<file path="src/rtl/icache_bank_ctrl_seq.sv">
// rtl/icache_bank_ctrl_seq.sv - per-bank enable/disable/flush sequencer for an L1.5 icache bank
// Optional power-on tag clear walk: define ICACHE_INIT_FLUSH_EN.
module icache_bank_ctrl_seq #(
    parameter int SET_ID_WIDTH = 5,
    parameter int NB_WAYS      = 4,
    parameter int OFFSET_WIDTH = 4,
    localparam int TAG_WIDTH   = 32 - SET_ID_WIDTH - OFFSET_WIDTH
) (
    input  logic                             clk_i,
    input  logic                             rst_i,
    input  logic                             ctrl_req_enable_i,
    output logic                             ctrl_ack_enable_o,
    input  logic                             ctrl_req_disable_i,
    output logic                             ctrl_ack_disable_o,
    input  logic                             ctrl_flush_req_i,
    output logic                             ctrl_flush_ack_o,
    input  logic                             sel_flush_req_i,
    input  logic [31:0]                      sel_flush_addr_i,
    output logic                             sel_flush_ack_o,
    input  logic                             fetch_idle_i,
    output logic                             block_fetch_o,
    output logic                             cache_enabled_o,
    output logic                             tag_req_o,
    output logic                             tag_we_o,
    output logic [SET_ID_WIDTH-1:0]          tag_addr_o,
    output logic [NB_WAYS-1:0]               tag_way_be_o,
    output logic [TAG_WIDTH:0]               tag_wdata_o,
    input  logic [NB_WAYS*(TAG_WIDTH+1)-1:0] tag_rdata_i
);

    localparam logic [2:0] IDLE    = 3'd0;
    localparam logic [2:0] DRAIN   = 3'd1;
    localparam logic [2:0] WALK    = 3'd2;
    localparam logic [2:0] SEL_RD  = 3'd3;
    localparam logic [2:0] SEL_CMP = 3'd4;
    localparam logic [2:0] ACK     = 3'd5;

    localparam logic [1:0] OP_EN    = 2'd0;
    localparam logic [1:0] OP_DIS   = 2'd1;
    localparam logic [1:0] OP_FLUSH = 2'd2;
    localparam logic [1:0] OP_SEL   = 2'd3;

`ifdef ICACHE_INIT_FLUSH_EN
    localparam logic [2:0] RESET_STATE = WALK;
`else
    localparam logic [2:0] RESET_STATE = IDLE;
`endif

    logic [2:0]              state_q, state_d;
    logic [1:0]              op_q, op_d;
    logic [SET_ID_WIDTH-1:0] set_cnt_q;
    logic [SET_ID_WIDTH-1:0] sel_set_q;
    logic [TAG_WIDTH-1:0]    sel_tag_q;
    logic                    enabled_q;
    logic                    capture_sel;
    logic                    init_walk;
    logic [NB_WAYS-1:0]      match;
    logic [TAG_WIDTH:0]      way_entry;
    logic                    unused_offset;

    // Byte offset within a line plays no part in choosing which line to invalidate.
    assign unused_offset = ^sel_flush_addr_i[OFFSET_WIDTH-1:0];

`ifdef ICACHE_INIT_FLUSH_EN
    logic init_q;

    always_ff @(posedge clk_i or posedge rst_i) begin
        if (rst_i) begin
            init_q <= 1'b1;
        end else if (state_q == WALK && set_cnt_q == '1) begin
            init_q <= 1'b0;
        end
    end

    assign init_walk = init_q;
`else
    assign init_walk = 1'b0;
`endif

    always_comb begin
        state_d     = state_q;
        op_d        = op_q;
        capture_sel = 1'b0;
        case (state_q)
            IDLE: begin
                if (ctrl_flush_req_i) begin
                    op_d    = OP_FLUSH;
                    state_d = DRAIN;
                end else if (sel_flush_req_i) begin
                    op_d        = OP_SEL;
                    state_d     = DRAIN;
                    capture_sel = 1'b1;
                end else if (ctrl_req_disable_i) begin
                    op_d    = OP_DIS;
                    state_d = DRAIN;
                end else if (ctrl_req_enable_i) begin
                    op_d    = OP_EN;
                    state_d = ACK;
                end
            end
            DRAIN: begin
                if (fetch_idle_i) begin
                    case (op_q)
                        OP_FLUSH: state_d = WALK;
                        OP_SEL:   state_d = SEL_RD;
                        default:  state_d = ACK;
                    endcase
                end
            end
            WALK: begin
                // The power-on walk returns silently; a requested flush must be acked.
                if (set_cnt_q == '1) begin
                    state_d = init_walk ? IDLE : ACK;
                end
            end
            SEL_RD:  state_d = SEL_CMP;
            SEL_CMP: state_d = ACK;
            ACK:     state_d = IDLE;
            default: state_d = IDLE;
        endcase
    end

    always_ff @(posedge clk_i or posedge rst_i) begin
        if (rst_i) begin
            state_q   <= RESET_STATE;
            op_q      <= OP_EN;
            set_cnt_q <= '0;
            sel_set_q <= '0;
            sel_tag_q <= '0;
            enabled_q <= 1'b0;
        end else begin
            state_q <= state_d;
            op_q    <= op_d;
            if (state_q == WALK) begin
                set_cnt_q <= set_cnt_q + 1'b1;
            end
            if (capture_sel) begin
                sel_set_q <= sel_flush_addr_i[OFFSET_WIDTH +: SET_ID_WIDTH];
                sel_tag_q <= sel_flush_addr_i[31 -: TAG_WIDTH];
            end
            if (state_d == ACK && state_q != ACK) begin
                if (op_d == OP_EN) begin
                    enabled_q <= 1'b1;
                end else if (op_d == OP_DIS) begin
                    enabled_q <= 1'b0;
                end
            end
        end
    end

    always_comb begin
        match     = '0;
        way_entry = '0;
        for (int w = 0; w < NB_WAYS; w++) begin
            way_entry = tag_rdata_i[w*(TAG_WIDTH+1) +: TAG_WIDTH+1];
            match[w]  = way_entry[TAG_WIDTH] && (way_entry[TAG_WIDTH-1:0] == sel_tag_q);
        end
    end

    always_comb begin
        tag_req_o    = 1'b0;
        tag_we_o     = 1'b0;
        tag_addr_o   = '0;
        tag_way_be_o = '0;
        tag_wdata_o  = '0;
        case (state_q)
            WALK: begin
                tag_req_o    = 1'b1;
                tag_we_o     = 1'b1;
                tag_addr_o   = set_cnt_q;
                tag_way_be_o = '1;
            end
            SEL_RD: begin
                tag_req_o  = 1'b1;
                tag_addr_o = sel_set_q;
            end
            SEL_CMP: begin
                if (|match) begin
                    tag_req_o    = 1'b1;
                    tag_we_o     = 1'b1;
                    tag_addr_o   = sel_set_q;
                    tag_way_be_o = match;
                end
            end
            default: ;
        endcase
    end

    assign ctrl_ack_enable_o  = (state_q == ACK) && (op_q == OP_EN);
    assign ctrl_ack_disable_o = (state_q == ACK) && (op_q == OP_DIS);
    assign ctrl_flush_ack_o   = (state_q == ACK) && (op_q == OP_FLUSH);
    assign sel_flush_ack_o    = (state_q == ACK) && (op_q == OP_SEL);
    assign cache_enabled_o    = enabled_q;

    always_comb begin
        case (state_q)
            DRAIN, WALK, SEL_RD, SEL_CMP: block_fetch_o = 1'b1;
            ACK:                          block_fetch_o = (op_q != OP_EN);
            default:                      block_fetch_o = 1'b0;
        endcase
    end

endmodule

</file>
<file path="config.mk">
export PLATFORM = sky130hd
export DESIGN_NAME = icache_bank_ctrl_seq
export DESIGN_NICKNAME = d
export VERILOG_FILES = /design/src/rtl/icache_bank_ctrl_seq.sv
export SDC_FILE = /design/constraint.sdc
export NUM_CORES = 1
export LEC_CHECK = 0
export ABC_AREA = 1
export CAP_MARGIN = 20
export CORE_MARGIN = 2
export CORE_UTILIZATION = 41
export DETAILED_ROUTE_END_ITERATION = 10
export PLACE_DENSITY = 0.81
export SYNTH_ARGS = -nofsm -noshare
export SYNTH_HDL_FRONTEND = slang
export SYNTH_SLANG_ARGS = --single-unit
</file>
<file path="constraint.sdc">
create_clock -name clk_i -period 1.8 [get_ports clk_i]
set_input_delay 0.27 -clock clk_i [delete_from_list [all_inputs] [get_ports clk_i]]
set_output_delay 0.27 -clock clk_i [all_outputs]
set_load 0.02 [all_outputs]
</file>
==> flow_summary.ini <==
[run_status]
status = complete, but fails checks
violations = negative setup slack

[clocking]
cts_buffer_depth = 2
clock_sinks = 39
cts_made_buffers = 5
cts_tree = built
path_clk_slew_ps = 100
cts_hold_buf = 0
htreeDepth = 2
ctsRootBufferMaster = clkbuf_8
clk_latency_ps = 310

[synth]
syn_inst = 615
synth_area_leader_cell = dfrtp_1
syn_area_per_cell_um2 = 5.77
yosys.area.top_type_share = 0.275
synth-seq-cells = 39
synth_cell_types = 32
synth_area_leaders = dfrtp_1 27%, nand2_1 26%, nor2_1 9.5%, inv_1 8.7%, buf_4 5.1%
ys.warnings.count = 0
syn_area_um2 = 3550
seq_area_frac_synth = 0.275

[min_path]
hp-class = input pin to async pin

[final_layout]
n_antenna_cell = 0
area_growth_syn_to_layout_pct = 60.7
fin_nets = 944
nFillCells = 722
final_util = 0.687
drive_above_1_share = 0.208
finalNonFillerCells = 913

[global_routing]
grt_pass1_vias = 4163
grt_pass1_wl_um = 19800
antenna_found_initial = 0
grt_start_max_net_pins = 40
grt_use_total = 0.263
grt_overflow = 0

[drt]
wire_per_inst_um = 13.9
drc = 0
routed-via-count = 4370
vias_per_cell = 4.79
dr.pass1.iters = 5
drt-total-wl_um = 12600
drtIter0Drc = 270
ant_nets = 0

[sta]
holdWs_ps = 322
fin_crit_sh = 1.26
setup_viol = 12
hold_violations = 0
fin_ws_ps = -464
period_minus_slack_ps = 2260
max_freq_mhz = 442
finClkSkew_ps = 11.9
slew_violations = 0
rsz0062_at_grt = yes

[die]
dieArea_um2 = 9420
die_w_um = 97.0
die_y_um = 97.0
core-area_um2 = 8300
rows = 33
ios = 176
initial_core_util = 0.428

[worst_setup_path]
crit_type = register to output pin
cp.arrival_ps = 1990
worstPathMaxFanout = 5
reg2regPathDepth = 9
endpoint_kind = output pin
r2r-start = state_q[0]$_DFF_PP0_
required_ps = 1530
worstSetupStartpoint = sel_tag_q[2]$_DFFE_PP0P_
startpoint_type = register

[placement]
pre_cts_ws_ps = -940
io_buffers = 147
place_congestion = 0.940
place_inst = 897
dp_hpwl_um = 10200

[power_and_ir_drop]
p_per_area_nw_per_um2 = 1130
leakagePower_nw = 3.00
ir_worst_vdd_uv = 701

[flow_run]
max_cap_violations = 0
[what timing repair did]
item | in CTS | in global routing
setup buffers | 4 | 4
pin swaps | 21 | 38
endpoints found under the setup margin | 16 | 18
resized for setup | 105 | 74
[critical path: stages (launching register included)]
cell and delay [ps]:
dfrtp_2 460, inv_2 70, nand2_1 60, nand2_1 60, nor2_1 150, nand2_1 70, nor2_1 120, nand3_2 120
nand2_2 90, o21ai_2 80, nand2_2 130, nand2_1 80, nand2_1 80, buf_6 110
[routing by layer]
| metal | global-route usage | vias to the layer above | wire length [µm] |
|---|---|---|---|
| met5 | 0 | - | 0 |
| met4 | 0.0943 | 0 | 349 |
| met3 | 0.0361 | 24 | 687 |
| met2 | 0.455 | 173 | 6200 |
| met1 | 0.336 | 1973 | 5410 |
| li1 | - | 2200 | - |
[worst paths after layout]
check                                       endpoint  slack [ps]
max                                    tag_addr_o[2]        -460
min                         set_cnt_q[2]$_DFFE_PP0P_         320
max reg2reg                sel_tag_q[13]$_DFFE_PP0P_          90
min reg2reg                 set_cnt_q[3]$_DFFE_PP0P_         510
max in group asynchronous  sel_tag_q[18]$_DFFE_PP0P_        1240
min in group clk_i          set_cnt_q[3]$_DFFE_PP0P_         510
[logic make-up after synthesis]
group / synth area share
adders and majority gates: 0.00705
other: 0.00106
xor gates and xnor gates: 0.0296
muxes: 0.0180
buffers and inverters: 0.170
DFF: 0.275
and+or+nand+nor: 0.393
AOI/OAI and AO/OA: 0.106
[report_power, final]
| group | leakage (nW) | internal [mW] | total [mW] | switching (mW) |
|---|---|---|---|---|
| sequential | 0.436 | 1.29 | 1.79 | 0.497 |
| combinational | 2.52 | 1.83 | 3.98 | 2.14 |
| clock | 0.0443 | 0.278 | 0.655 | 0.377 |
| total | 3.00 | 3.40 | 6.42 | 3.02 |
[cells in the mapped netlist]
library cell,count
a21oi_1,24
a22oi_1,1
a31o_2,1
a31oi_1,1
a41oi_1,1
buf_4,24
buf_6,3
clkbuf_1,3
conb_1,1
dfrtp_1,39
ha_1,2
inv_1,82
inv_2,19
mux2_2,3
mux2_4,2
nand2_1,242
nand2_2,3
nand3_1,7
nand3_2,2
nand3_4,1
nand4_1,1
nor2_1,90
nor2_2,5
nor3_1,4
o2111ai_1,2
o211ai_1,1
o21ai_0,27
o21ai_1,10
o21ai_2,1
o22ai_1,1
xnor2_1,2
xor2_1,10
[cells in the final DEF, fill, tap and decap left out, types with 4 or more instances in the layout]
master	synthesis	routed
a21oi_1	24	24
buf_4	24	33
buf_6	3	19
clkbuf_2	0	4
clkbuf_8	0	5
clkdlybuf4s50_1	0	130
conb_1	1	24
dfrtp_1	39	30
dfrtp_2	0	9
inv_1	82	77
inv_2	19	23
nand2_1	242	219
nand2_2	3	25
nand3_1	7	4
nand3_2	2	5
nor2_1	90	72
nor2_2	5	19
nor2_4	0	4
nor3_1	4	4
o21ai_0	27	18
o21ai_1	10	17
xor2_1	10	9
[sequential cells by signal, indices dropped and copies added (netlist names)]
name	count
cache_enabled_o	1
op_q	2
sel_set_q	5
sel_tag_q	23
set_cnt_q	5
state_q	3
[stage by stage]
stage          TNS [ps]  total power, mW  area, µm²
2_1_floorplan         0             3.72       3640
3_3_place_gp      -9340             5.19       5320
3_5_place_dp      -9520             5.27       5320
4_1_cts           -4150             6.08       5510
5_1_grt           -5850             6.95       5700
6_report          -4560             6.42       5700
[final cells by class]
class / instances / area (µm²) / area share
Multi-Input combinational cell: 468 / 2240 / 0.392
Timing Repair Buffer: 192 / 1870 / 0.329
Sequential cell: 39 / 987 / 0.173
Inverter: 101 / 382 / 0.0669
Tap cell: 105 / 131 / 0.0230
Clock buffer: 5 / 68.8 / 0.0121
Clock inverter: 3 / 25.0 / 0.00439
Note: power is estimated with default switching activity, not from simulation.
